### src/rtl/rom_rdr_pkg.sv
// rom_rdr_pkg: shared state encoding and default geometry for the serial ROM reader
package rom_rdr_pkg;
  typedef enum logic [1:0] {IDLE, SHIFT, HOLD} state_t;
  localparam int DEF_ADDR_W = 4;
  localparam int DEF_DATA_W = 4;
  localparam int DEF_LAT    = 1;
endpackage

### src/rtl/serial_shift_in.sv
// serial_shift_in: LSB-first deserialiser; q updates only when the final bit of a word lands
module serial_shift_in #(
  parameter int W = 4
) (
  input  logic         clk,
  input  logic         rst,
  input  logic         clr,
  input  logic         en,
  input  logic         din,
  output logic [W-1:0] q,
  output logic         done
);
  localparam int NW = $clog2(W + 1);
  logic [W-1:0]  sr;
  logic [W-1:0]  nxt;
  logic [NW-1:0] n;
  assign nxt  = {din, sr[W-1:1]};
  assign done = en && n == NW'(W - 1);
  always_ff @(posedge clk) begin
    if (rst) begin
      sr <= '0;
      n  <= '0;
      q  <= '0;
    end else if (clr) begin
      sr <= '0;
      n  <= '0;
    end else if (en) begin
      sr <= nxt;
      n  <= done ? '0 : n + 1'b1;
      if (done) q <= nxt;
    end
  end
endmodule

### src/rtl/rom_serial_reader.sv
// rom_serial_reader: reads serial-address ROM words into parallel words with valid/ready
// Optional SERIAL_RDR_BURST_EN adds burst_len for multi-word consecutive-address reads.
module rom_serial_reader
  import rom_rdr_pkg::*;
#(
  parameter int ADDR_W = DEF_ADDR_W,
  parameter int DATA_W = DEF_DATA_W,
  parameter int LAT    = DEF_LAT
) (
  input  logic              clk,
  input  logic              rst,
  input  logic              req_valid,
  output logic              req_ready,
  input  logic [ADDR_W-1:0] req_addr,
`ifdef SERIAL_RDR_BURST_EN
  input  logic [ADDR_W-1:0] burst_len,
`endif
  output logic [ADDR_W-1:0] rom_addr,
  output logic              rom_cs,
  output logic              rom_start,
  input  logic              rom_ser_in,
  output logic              out_valid,
  input  logic              out_ready,
  output logic [DATA_W-1:0] out_data,
  output logic [ADDR_W-1:0] out_addr,
  output logic              busy
);
  localparam int CW = $clog2(DATA_W + LAT + 1);
  localparam logic [CW-1:0] FIRST  = CW'(LAT);
  localparam logic [CW-1:0] CS_END = CW'(DATA_W - 1);
  state_t        state;
  logic [CW-1:0] cnt;
  logic          more;
  logic          start_shift;
  logic          sample;
  logic          sh_done;
`ifdef SERIAL_RDR_BURST_EN
  logic [ADDR_W-1:0] rem;
  assign more = rem != '0;
`else
  assign more = 1'b0;
`endif
  assign req_ready   = state == IDLE;
  assign busy        = state != IDLE;
  assign start_shift = (state == IDLE && req_valid) || (state == HOLD && out_ready && more);
  // counter value c at an edge means this is edge c+1 after the ROM was enabled
  assign sample      = state == SHIFT && cnt >= FIRST;
  serial_shift_in #(.W(DATA_W)) u_shift (
    .clk  (clk),
    .rst  (rst),
    .clr  (start_shift),
    .en   (sample),
    .din  (rom_ser_in),
    .q    (out_data),
    .done (sh_done)
  );
  always_ff @(posedge clk) begin
    if (rst) begin
      state     <= IDLE;
      cnt       <= '0;
      rom_addr  <= '0;
      rom_cs    <= 1'b0;
      rom_start <= 1'b0;
      out_valid <= 1'b0;
      out_addr  <= '0;
`ifdef SERIAL_RDR_BURST_EN
      rem       <= '0;
`endif
    end else begin
      case (state)
        IDLE: if (req_valid) begin
          rom_addr  <= req_addr;
          rom_cs    <= 1'b1;
          rom_start <= 1'b1;
          cnt       <= '0;
          state     <= SHIFT;
`ifdef SERIAL_RDR_BURST_EN
          rem       <= burst_len;
`endif
        end
        SHIFT: begin
          cnt <= cnt + 1'b1;
          if (cnt == CS_END) begin
            rom_cs    <= 1'b0;
            rom_start <= 1'b0;
          end
          if (sh_done) begin
            out_valid <= 1'b1;
            out_addr  <= rom_addr;
            state     <= HOLD;
          end
        end
        HOLD: if (out_ready) begin
          out_valid <= 1'b0;
          if (more) begin
            rom_addr  <= rom_addr + 1'b1;
            rom_cs    <= 1'b1;
            rom_start <= 1'b1;
            cnt       <= '0;
            state     <= SHIFT;
`ifdef SERIAL_RDR_BURST_EN
            rem       <= rem - 1'b1;
`endif
          end else begin
            state <= IDLE;
          end
        end
        default: state <= IDLE;
      endcase
    end
  end
endmodule

### config.mk
export PLATFORM = sky130hd
export DESIGN_NAME = rom_serial_reader
export DESIGN_NICKNAME = d
export VERILOG_FILES = /design/src/rtl/rom_rdr_pkg.sv /design/src/rtl/serial_shift_in.sv /design/src/rtl/rom_serial_reader.sv
export SDC_FILE = /design/constraint.sdc
export NUM_CORES = 1
export LEC_CHECK = 0
export CORE_MARGIN = 8
export CORE_UTILIZATION = 55
export CTS_CLUSTER_DIAMETER = 30
export DETAILED_ROUTE_END_ITERATION = 7
export DONT_BUFFER_PORTS = 1
export GPL_TIMING_DRIVEN = 1
export HOLD_SLACK_MARGIN = 0.08
export PLACE_DENSITY = 0.82
export SETUP_SLACK_MARGIN = 0.5
export SLEW_MARGIN = 25
export SYNTH_ARGS = -nofsm -noshare
export SYNTH_HDL_FRONTEND = slang
export SYNTH_SLANG_ARGS = --single-unit
### constraint.sdc
create_clock -name clk -period 3.62 [get_ports clk]
set_input_delay 0.724 -clock clk [delete_from_list [all_inputs] [get_ports clk]]
set_output_delay 0.724 -clock clk [all_outputs]
set_load 0.02 [all_outputs]
==> metrics, run 1 <==
complex-gate fraction of the synthesized area 11.1%; hold path start rst; number of DRC markers after the initial detailed-route iteration 19; area enclosed by the die boundary 0.00381 sq mm; combinational family with the most area after synthesis simple AND/OR/NAND/NOR gates; Final Max Slew Viols 0; drt pass-1 iters 4; critical setup path kind register to output pin; total of hold buffers inserted after clock tree synthesis 0; cell area power density a little under 400 mW/mm^2; Hold Path Stages 1; cts repair resizes 0; wire length reported by the detailed router 2100 microns; Root Buffer clkbuf_4; Hold/Removal Path Class input pin to register; maximum fanout along the worst path 8; share of the clock period used by the worst path after layout a little over half; unrepaired setup endpoints after global routing false; Num Clock Sinks 25; via count 797; later-pin clock latency in the skew report between 300 and 400 ps; Buffers on Ports 0; first-pass GRT wire length 3610 microns; number of top-level design ports 26; result of the run finished clean; cell chain of the critical path or2_2 -> inv_1; die width 61.7 microns; Post-Synthesis Cells 118; total CTS buffers 3; number of buffers between clock root and the deepest sink 2; Leakage just over 0.4 nW; Tot GR Track Use 13.0%; Worst Tran Pin Value 485 ps; sequential cell area fraction in the yosys report 43.5%; unique cell type count in the Yosys netlist 27; terminating pin of the worst hold path rom_addr[2]$_SDFFE_PP0P_; clock tree from TritonCTS yes; detail-routed net length per standard cell 14.9 microns; nets@finish between 100 and 150; half-perimeter wire length after placement ~1600 microns; longest individual stage delay on the worst path between 300 and 400 ps; initial core utilization 58.6%; via count of the first global-routing pass 775; post-synth design cell area roughly 0.0011 sq mm; accumulated negative setup slack 0 ps; Synth Area in Adders 4.35%; Data arrival, critical path 1260 ps; r2r setup slk 1980 ps; Clock Skews 7.48 ps; Required @ worst endpoint around 2900 ps; Post-Synthesis Mean Instance Area 9.74 sq um; number of flops mapped to enable cells by yosys 0; flip-flop cell with the highest count after synthesis dfxtp_1; Peak Freq roughly 500 MHz; RePlAce Congestion 0.647; area overhead of the layout relative to synthesis 1.41%; reg-to-reg startpoint cnt[1]$_SDFFE_PP0P_; fraction of layout instances using a drive strength above 1 roughly a tenth; xor and xnor area share after synthesis 0%; setup fix buffers added after clock tree synthesis 0; cell row count 16; number of antenna violations at the first check in global routing 0; final core utilization 59.4%; max capacitance violation total 0; fraction of registers with async set or reset after synthesis 0%; Mapped Nets 131; crit path max-delay cell type dfxtp_1; DRC viols 0; clock-pin transition on the worst setup and hold timing paths 130 ps; number of warnings reported in the yosys synthesis log 0; Congestion Overflow GR 0; routed via count divided by cell count roughly 5.7; number of routed nets with antenna violations 0; largest net degree at the start of global routing 29; Slew headroom 67.4%; Fin. Hold Viols 0; CTS HTree Levels 1; Worst setup SP type register; die height 61.7 microns; antenna fix cells 0; core region area 0.00196 sq mm; number of filler instances in the final layout 184; CP Capture Type output pin; FF-to-FF path depth 4; number of setup violations in the final report 0; minimum period implied by the final worst setup slack slightly below 2000 ps; post-synthesis mux area share between 10% and 20%; register bit total from synthesis 25; Peak VDD IR 250 uV; simple-gate share of the synthesized area 24.3%; worst reg2reg endpoint u_shift.n[2]$_SDFFE_PP0N_
## cell families after synthesis
kind of cell               Yosys count
and+or+nand+nor                     42
DFF                                 25
AOI/OAI and AO/OA                   21
buffers and inverters               13
muxes                               13
adders and majority gates            4
## how the worst max path moves through the flow
stage / startpoint / to / slack, ps / depth (start not counted)
after floorplan: req_valid / u_shift.n[2]$_SDFFE_PP0N_ / 1950 / 4
after global placement: req_valid / u_shift.n[2]$_SDFFE_PP0N_ / 1930 / 3
after detailed placement: req_valid / u_shift.sr[3]$_SDFFE_PP0N_ / 1900 / 3
after CTS: state[0]$_SDFFE_PP0P_ / req_ready / 1610 / 2
after global routing: state[0]$_SDFFE_PP0P_ / req_ready / 1560 / 2
final: state[0]$_SDFFE_PP0P_ / req_ready / 1630 / 2
## metrics by stage
step | hold WS [ps] | std cells | power, mW | setup WS (ps) | area [sq um]
global placement | 426 | 137 | 0.345 | 1930 | 1140
finish | 454 | 141 | 0.462 | 1630 | 1170
detailed placement | 446 | 137 | 0.347 | 1900 | 1140
CTS | 442 | 141 | 0.469 | 1610 | 1170
floorplan | 418 | 118 | 0.347 | 1950 | 1150
global route | 426 | 141 | 0.485 | 1560 | 1170
## placed cells by master, fill, tap and decap left out
| master | count |
|---|---|
| dfxtp_1 | 25 |
| or2_2 | 1 |
| or3_1 | 1 |
| or4_1 | 1 |
| a2bb2oi_1 | 2 |
| nand2_1 | 1 |
| a21oi_1 | 9 |
| nand4b_1 | 1 |
| nor2_1 | 7 |
| or3b_2 | 2 |
| clkbuf_4 | 3 |
| mux2i_1 | 13 |
| inv_1 | 5 |
| clkbuf_1 | 1 |
| ha_1 | 4 |
| o21bai_1 | 2 |
| a311oi_2 | 1 |
| nor4_4 | 1 |
| and2b_2 | 2 |
| nand3_1 | 3 |
| nand2b_1 | 19 |
| o21ai_0 | 7 |
| nand3b_1 | 1 |
| nand4_1 | 1 |
| nor3_4 | 1 |
## registers in the layout, summed over array words and instances, names as in the netlist
name / count
out_addr: 4
rom_addr: 4
u_shift.q: 4
cnt: 3
u_shift.n: 3
u_shift.sr: 3
state: 2
out_valid: 1
rom_start: 1
## per-layer routing
| layer | global-route usage [%] | up-vias | part of all wire (%) | wire length (microns) |
|---|---|---|---|---|
| met4 | 8.12 | 0 | 2.2 | 46 |
| met5 | 0 | - | 0 | 0 |
| li1 | - | 399 | - | - |
| met2 | 21.3 | 21 | 48 | 1020 |
| met1 | 13.5 | 372 | 41 | 857 |
| met3 | 5.56 | 5 | 8.8 | 185 |
## cell usage after synthesis, types with 2 or more instances
| cell type | n | share of area, % |
|---|---|---|
| dfxtp_1 | 25 | 44 |
| mux2i_1 | 13 | 11 |
| a21oi_1 | 9 | 3.9 |
| nand2b_1 | 19 | 10 |
| nor2_1 | 7 | 2.3 |
| or3b_2 | 2 | 1.5 |
| o21ai_0 | 7 | 3.0 |
| buf_2 | 2 | 0.87 |
| clkbuf_1 | 4 | 1.3 |
| o21bai_1 | 2 | 1.3 |
| a2bb2oi_1 | 2 | 1.5 |
| inv_1 | 5 | 1.6 |
| ha_1 | 4 | 4.4 |
| nand3_1 | 3 | 1.3 |
| and2b_2 | 2 | 1.5 |
## power breakdown
part	internal, mW	switching, mW	leakage, nW	total (mW)
Sequential	0.282	0.0146	0.203	0.297
Combinational	0.0189	0.0253	0.192	0.0443
Clock	0.0432	0.0781	0.0150	0.121
Total	0.344	0.118	0.410	0.462
## critical path: cells and delay by family, from the launching register on
family,cells,cell delay (ps)
buf+inv,1,180
flops,1,380
simple gates,1,380
## cell type report
type	instances	area [sq um]	share of cell area (%)
multi-input cells	80	587	50.3
flip-flops and latches	25	500	42.9
well taps	27	33.8	2.90
clock buffers	4	26.3	2.25
inverters	5	18.8	1.61
Power figures use the tool's default switching activity.
==> inputs of run 2 (changes only) <==
==> constraint.sdc (replaced) <==
create_clock -name clk -period 2.1 [get_ports clk]
set_input_delay 0.42 -clock clk [delete_from_list [all_inputs] [get_ports clk]]
set_output_delay 0.42 -clock clk [all_outputs]
set_load 0.02 [all_outputs]
==> metrics, run 2 (synthesis gave the netlist of run 1 again) <==
RePlAce Congestion 0.663; Worst Tran Pin Value about 450 ps; later-pin clock latency in the skew report 310 ps; total power after layout 803 uW; unrepaired setup endpoints after global routing false; Num Clock Sinks 25; leading registers by flop count out_addr: 4 flops, rom_addr: 4 flops, u_shift.q: 4 flops; number of buffers between clock root and the deepest sink 2; number of top-level design ports 26; total CTS buffers 3; Leakage between 0.4 and 0.5 nW; final instance area 0.00122 sq mm; Final Max Slew Viols 0; total of hold buffers inserted after clock tree synthesis 0; leading cell type in the layout, fill and taps excluded dfxtp_1; cell area power density 658 mW/mm^2; Hold Path Stages 1; Tot GR Track Use 12.1%; critical setup path kind register to output pin; CTS HTree Levels 1; clock-pin transition on the worst setup and hold timing paths 130 ps; CP Capture Type output pin; clock tree from TritonCTS yes; share of the clock period used by the worst path after layout between 70% and 80%; Data arrival, critical path 1120 ps; initial core utilization 58.6%; result of the run finished clean; wire length reported by the detailed router 2150 microns; Congestion Overflow GR 0; number of filler instances in the final layout 186; accumulated negative setup slack 0 ps; antenna fix cells 0; maximum fanout along the worst path 8; via count 809; r2r setup slk 560 ps; area occupied by registers 504 sq um; first-pass GRT wire length 3510 microns; post-place instance area between 0.001 and 0.0015 sq mm; max capacitance violation total 0; nets@finish 130; most used cells in the layout excluding fill and tap cells dfxtp_1 (24), nand2b_1 (19), mux2i_1 (12); Required @ worst endpoint ~1700 ps; Largest delay share family, worst path flip-flops; terminating pin of the worst hold path state[1]$_SDFFE_PP0P_; FF-to-FF path depth 7; die width 61.7 microns; Bufs and invs on worst path 1; number of antenna violations at the first check in global routing 0; fraction of layout instances using a drive strength above 1 ~15%; half-perimeter wire length after placement around 1600 microns; Peak Freq roughly 650 MHz; Buffers on Ports 0; die height between 60 and 70 microns; DRC viols 0; Clock Skews between 10 and 15 ps; Fin. Hold Viols 0; hold path start rst; number of DRC markers after the initial detailed-route iteration 25; area overhead of the layout relative to synthesis 6.09%; Slew headroom 70.2%; routed via count divided by cell count approximately 5.7; number of setup violations in the final report 0; worst reg2reg endpoint out_addr[2]$_SDFFE_PP0P_; Root Buffer clkbuf_4; cell chain of the critical path or2_4 -> inv_2; minimum period implied by the final worst setup slack 1540 ps; Hold/Removal Path Class input pin to register; number of routed nets with antenna violations 0; Peak VDD IR 518 uV; detail-routed net length per standard cell around 15 microns; largest net degree at the start of global routing 29; footprint of the multi-input gates between 600 and 700 sq um; longest individual stage delay on the worst path 390 ps; Worst setup SP type register; drt pass-1 iters 4; area enclosed by the die boundary 0.00381 sq mm; cell row count 16; core region area a little under 0.002 sq mm; crit path max-delay cell type dfxtp_1; via count of the first global-routing pass around 780; reg-to-reg startpoint cnt[1]$_SDFFE_PP0P_
[run 2: timing repair]
action | CTS | global route
resized for setup | 3 | 5
gates cloned | 0 | 0
buffers inserted | 1 | 1
pin swaps | 1 | 1
setup endpoints to repair | 4 | 8
[run 2: layer usage]
layer	up-vias	part of all wire [%]	routed length (microns)	GRT usage, %
met2	20	50	1070	21.0
met3	2	8.3	179	5.14
met1	388	41	876	13.5
met5	-	0	0	0
met4	0	0.70	15	2.27
li1	399	-	-	-
[run 2: power by group]
group	total, mW	internal (mW)	leakage (nW)	switching [mW]
Combinational	0.0877	0.0413	0.209	0.0463
Clock	0.204	0.0741	0.0150	0.130
Sequential	0.511	0.485	0.204	0.0257
[run 2: area by class of cell]
cell class / count / area share [%]
clock buffer: 4 / 2.15
multi-input combinational: 80 / 49.6
tap: 27 / 2.77
timing repair buffer: 2 / 2.56
inverter: 5 / 1.54
sequential: 25 / 41.3
[run 2: how the worst max path moves through the flow]
stage / start / to / slack [ps] / cells past startpoint
floorplan: cnt[1]$_SDFFE_PP0P_ / u_shift.n[2]$_SDFFE_PP0N_ / 580 / 5
global placement: cnt[1]$_SDFFE_PP0P_ / u_shift.n[2]$_SDFFE_PP0N_ / 550 / 4
detailed placement: cnt[0]$_SDFFE_PP0P_ / out_addr[3]$_SDFFE_PP0P_ / 500 / 4
CTS: cnt[1]$_SDFFE_PP0P_ / u_shift.n[2]$_SDFFE_PP0N_ / 530 / 4
finish: state[0]$_SDFFE_PP0P_ / req_ready / 560 / 2
global route: cnt[1]$_SDFFE_PP0P_ / out_addr[2]$_SDFFE_PP0P_ / 480 / 7
[run 2: metrics by stage]
step | utilization [%] | hold WS [ps] | worst slack [ps] | std cells
finish | 62.2 | 157 | 557 | 143
global route | 62.2 | 134 | 484 | 143
CTS | 60.7 | 151 | 532 | 142
detailed placement | 58.1 | 437 | 497 | 137
global placement | 58.1 | 426 | 550 | 137
floorplan | - | 418 | 582 | 118
[run 2: worst reg2reg max path, delay by kind of cell (launching register included)]
kind / cells / cell delay, ps
flip-flops: 1 / 400
multiplexers: 1 / 140
adder cells (fa/ha/maj): 1 / 160
AND/OR/NAND/NOR: 2 / 340
buffers and inverters: 3 / 400
==> inputs of run 3 (changes only) <==
==> constraint.sdc (replaced) <==
create_clock -name clk -period 1.6 [get_ports clk]
set_input_delay 0.32 -clock clk [delete_from_list [all_inputs] [get_ports clk]]
set_output_delay 0.32 -clock clk [all_outputs]
set_load 0.02 [all_outputs]
==> metrics, run 3 (synthesis gave the netlist of run 1 again) <==
result of the run finished clean; area occupied by registers 548 sq um; initial core utilization about 59%; Root Buffer clkbuf_4; number of setup violations in the final report 0; Data arrival, critical path between 1500 and 2000 ps; Congestion Overflow GR 0; largest net degree at the start of global routing 19; post-route non-filler standard cell count ~150; worst reg2reg endpoint u_shift.q[0]$_SDFFE_PP0P_; max capacitance violation total 0; total power after layout between 1 and 1.5 mW; accumulated negative setup slack 0 ps; number of DRC markers after the initial detailed-route iteration 20; number of antenna violations at the first check in global routing 0; area enclosed by the die boundary 0.00381 sq mm; DRC viols 0; number of buffers between clock root and the deepest sink 2; number of top-level design ports 26; Tot GR Track Use 14.0%; CP Capture Type register; Fin. Hold Viols 0; clock tree from TritonCTS yes; first-pass GRT wire length 4070 microns; die height 61.7 microns; antenna fix cells 0; r2r setup slk 200 ps; wire length reported by the detailed router 2520 microns; crit path max-delay cell type dfxtp_4; Peak VDD IR ~560 uV; nets@finish 140; cell row count 16; critical setup path kind register to register; Worst Tran Pin Value ~490 ps; cell area power density between 700 and 800 mW/mm^2; core region area 0.00196 sq mm; via count 854; Final Max Slew Viols 0; Num Clock Sinks 25; fraction of layout instances using a drive strength above 1 52.4%; die width 61.7 microns; number of filler instances in the final layout 139; number of routed nets with antenna violations 0; area overhead of the layout relative to synthesis 28.0%; half-perimeter wire length after placement approximately 1600 microns; Hold Path Stages 2; leading registers by flop count out_addr: 4 flops, rom_addr: 4 flops, u_shift.q: 4 flops; total CTS buffers 3; Bufs and invs on worst path 3; FF-to-FF path depth 6; Hold/Removal Path Class input pin to register; cell chain of the critical path buf_6 -> nor4_4 -> buf_4 -> nor3_4 -> buf_12 -> mux2i_1; maximum fanout along the worst path 8; reg-to-reg startpoint cnt[1]$_SDFFE_PP0P_; hold slack final 136 ps; minimum period implied by the final worst setup slack about 1400 ps; via count of the first global-routing pass 938; leading cell type in the layout, fill and taps excluded nand2b_1; routed via count divided by cell count approximately 5.6; CTS HTree Levels 1; final core utilization 75.0%; share of the clock period used by the worst path after layout 87.6%; Slew headroom 67.5%; Buffers on Ports 0; Worst setup SP type register; longest individual stage delay on the worst path 380 ps; unrepaired setup endpoints after global routing true; footprint of the multi-input gates around 710 sq um; cell count after placement 138; Required @ worst endpoint 1850 ps; terminating pin of the worst hold path rom_addr[0]$_SDFFE_PP0P_; most used cells in the layout excluding fill and tap cells nand2b_1 (16), mux2i_1 (13), dfxtp_2 (11); RePlAce Congestion 0.776; Largest delay share family, worst path buffers and inverters; Leakage 0.503 nW; hold path start req_addr[0]; later-pin clock latency in the skew report around 320 ps; Peak Freq 714 MHz; detail-routed net length per standard cell 16.5 microns; clock-pin transition on the worst setup and hold timing paths 140 ps; drt pass-1 iters 4; Clock Skews 8.93 ps
==> run 3: changes by cell type in the layout (fill, tap and decap cells not counted), sizes merged <==
cell,before,now
buf,2,11
dlygate4sd3,0,1
inv,5,6
clkbuf,4,3
==> run 3: power by group <==
part,internal [mW],total [mW],leakage [nW],switching (mW)
registers,0.634,0.667,0.215,0.0337
logic,0.0857,0.171,0.270,0.0851
clock network,0.0973,0.285,0.0183,0.188
==> run 3: layout make-up <==
class                   instances  area share, %
repair buffers                 12           8.67
well taps                      27           2.30
clock inverters                 1          0.425
flip-flops and latches         25           37.2
multi-input cells              80           48.4
inverters                       5           1.45
clock buffers                   3           1.53
==> run 3: worst reg2reg max path, delay by kind of cell, from the launching register on <==
kind                   cells  cell delay, ps
buffers and inverters      3             470
flip-flops                 1             380
multiplexers               1             160
AND/OR/NAND/NOR            2             340
==> run 3: how the worst max path moves through the flow <==
stage                           from                        end  cells past startpoint
2_1_floorplan    cnt[1]$_SDFFE_PP0P_  u_shift.n[2]$_SDFFE_PP0N_                      5
3_3_place_gp   state[1]$_SDFFE_PP0P_  u_shift.q[2]$_SDFFE_PP0P_                      3
3_5_place_dp   state[1]$_SDFFE_PP0P_  u_shift.q[3]$_SDFFE_PP0P_                      3
4_1_cts          cnt[1]$_SDFFE_PP0P_  u_shift.n[2]$_SDFFE_PP0N_                      4
5_1_grt          cnt[1]$_SDFFE_PP0P_  u_shift.n[1]$_SDFFE_PP0N_                      5
6_report         cnt[1]$_SDFFE_PP0P_  u_shift.q[0]$_SDFFE_PP0P_                      6
==> run 3: what timing repair did <==
| action | CTS | global route |
|---|---|---|
| resized for setup | 31 | 19 |
| pin swaps | 8 | 11 |
| endpoints found under the setup margin | 41 | 32 |
| hold buffers | 1 | 0 |
| buffers inserted | 9 | 1 |
| endpoints found under the hold margin | 11 | 0 |
==> run 3: metrics by stage <==
| step | area [sq um] | setup slack (ps) |
|---|---|---|
| after global routing | 1470 | 153 |
| after global placement | 1200 | 214 |
| after floorplan | 1220 | 189 |
| after CTS | 1390 | 194 |
| after detailed placement | 1200 | 114 |
| final | 1470 | 199 |
==> run 3: metal layers <==
layer / global-route usage, % / wire [microns] / vias up
li1: - / - / 424
met1: 15.8 / 1030 / 399
met2: 23.8 / 1260 / 27
met3: 3.91 / 198 / 4
met4: 6.17 / 30 / 0
met5: 0 / 0 / -
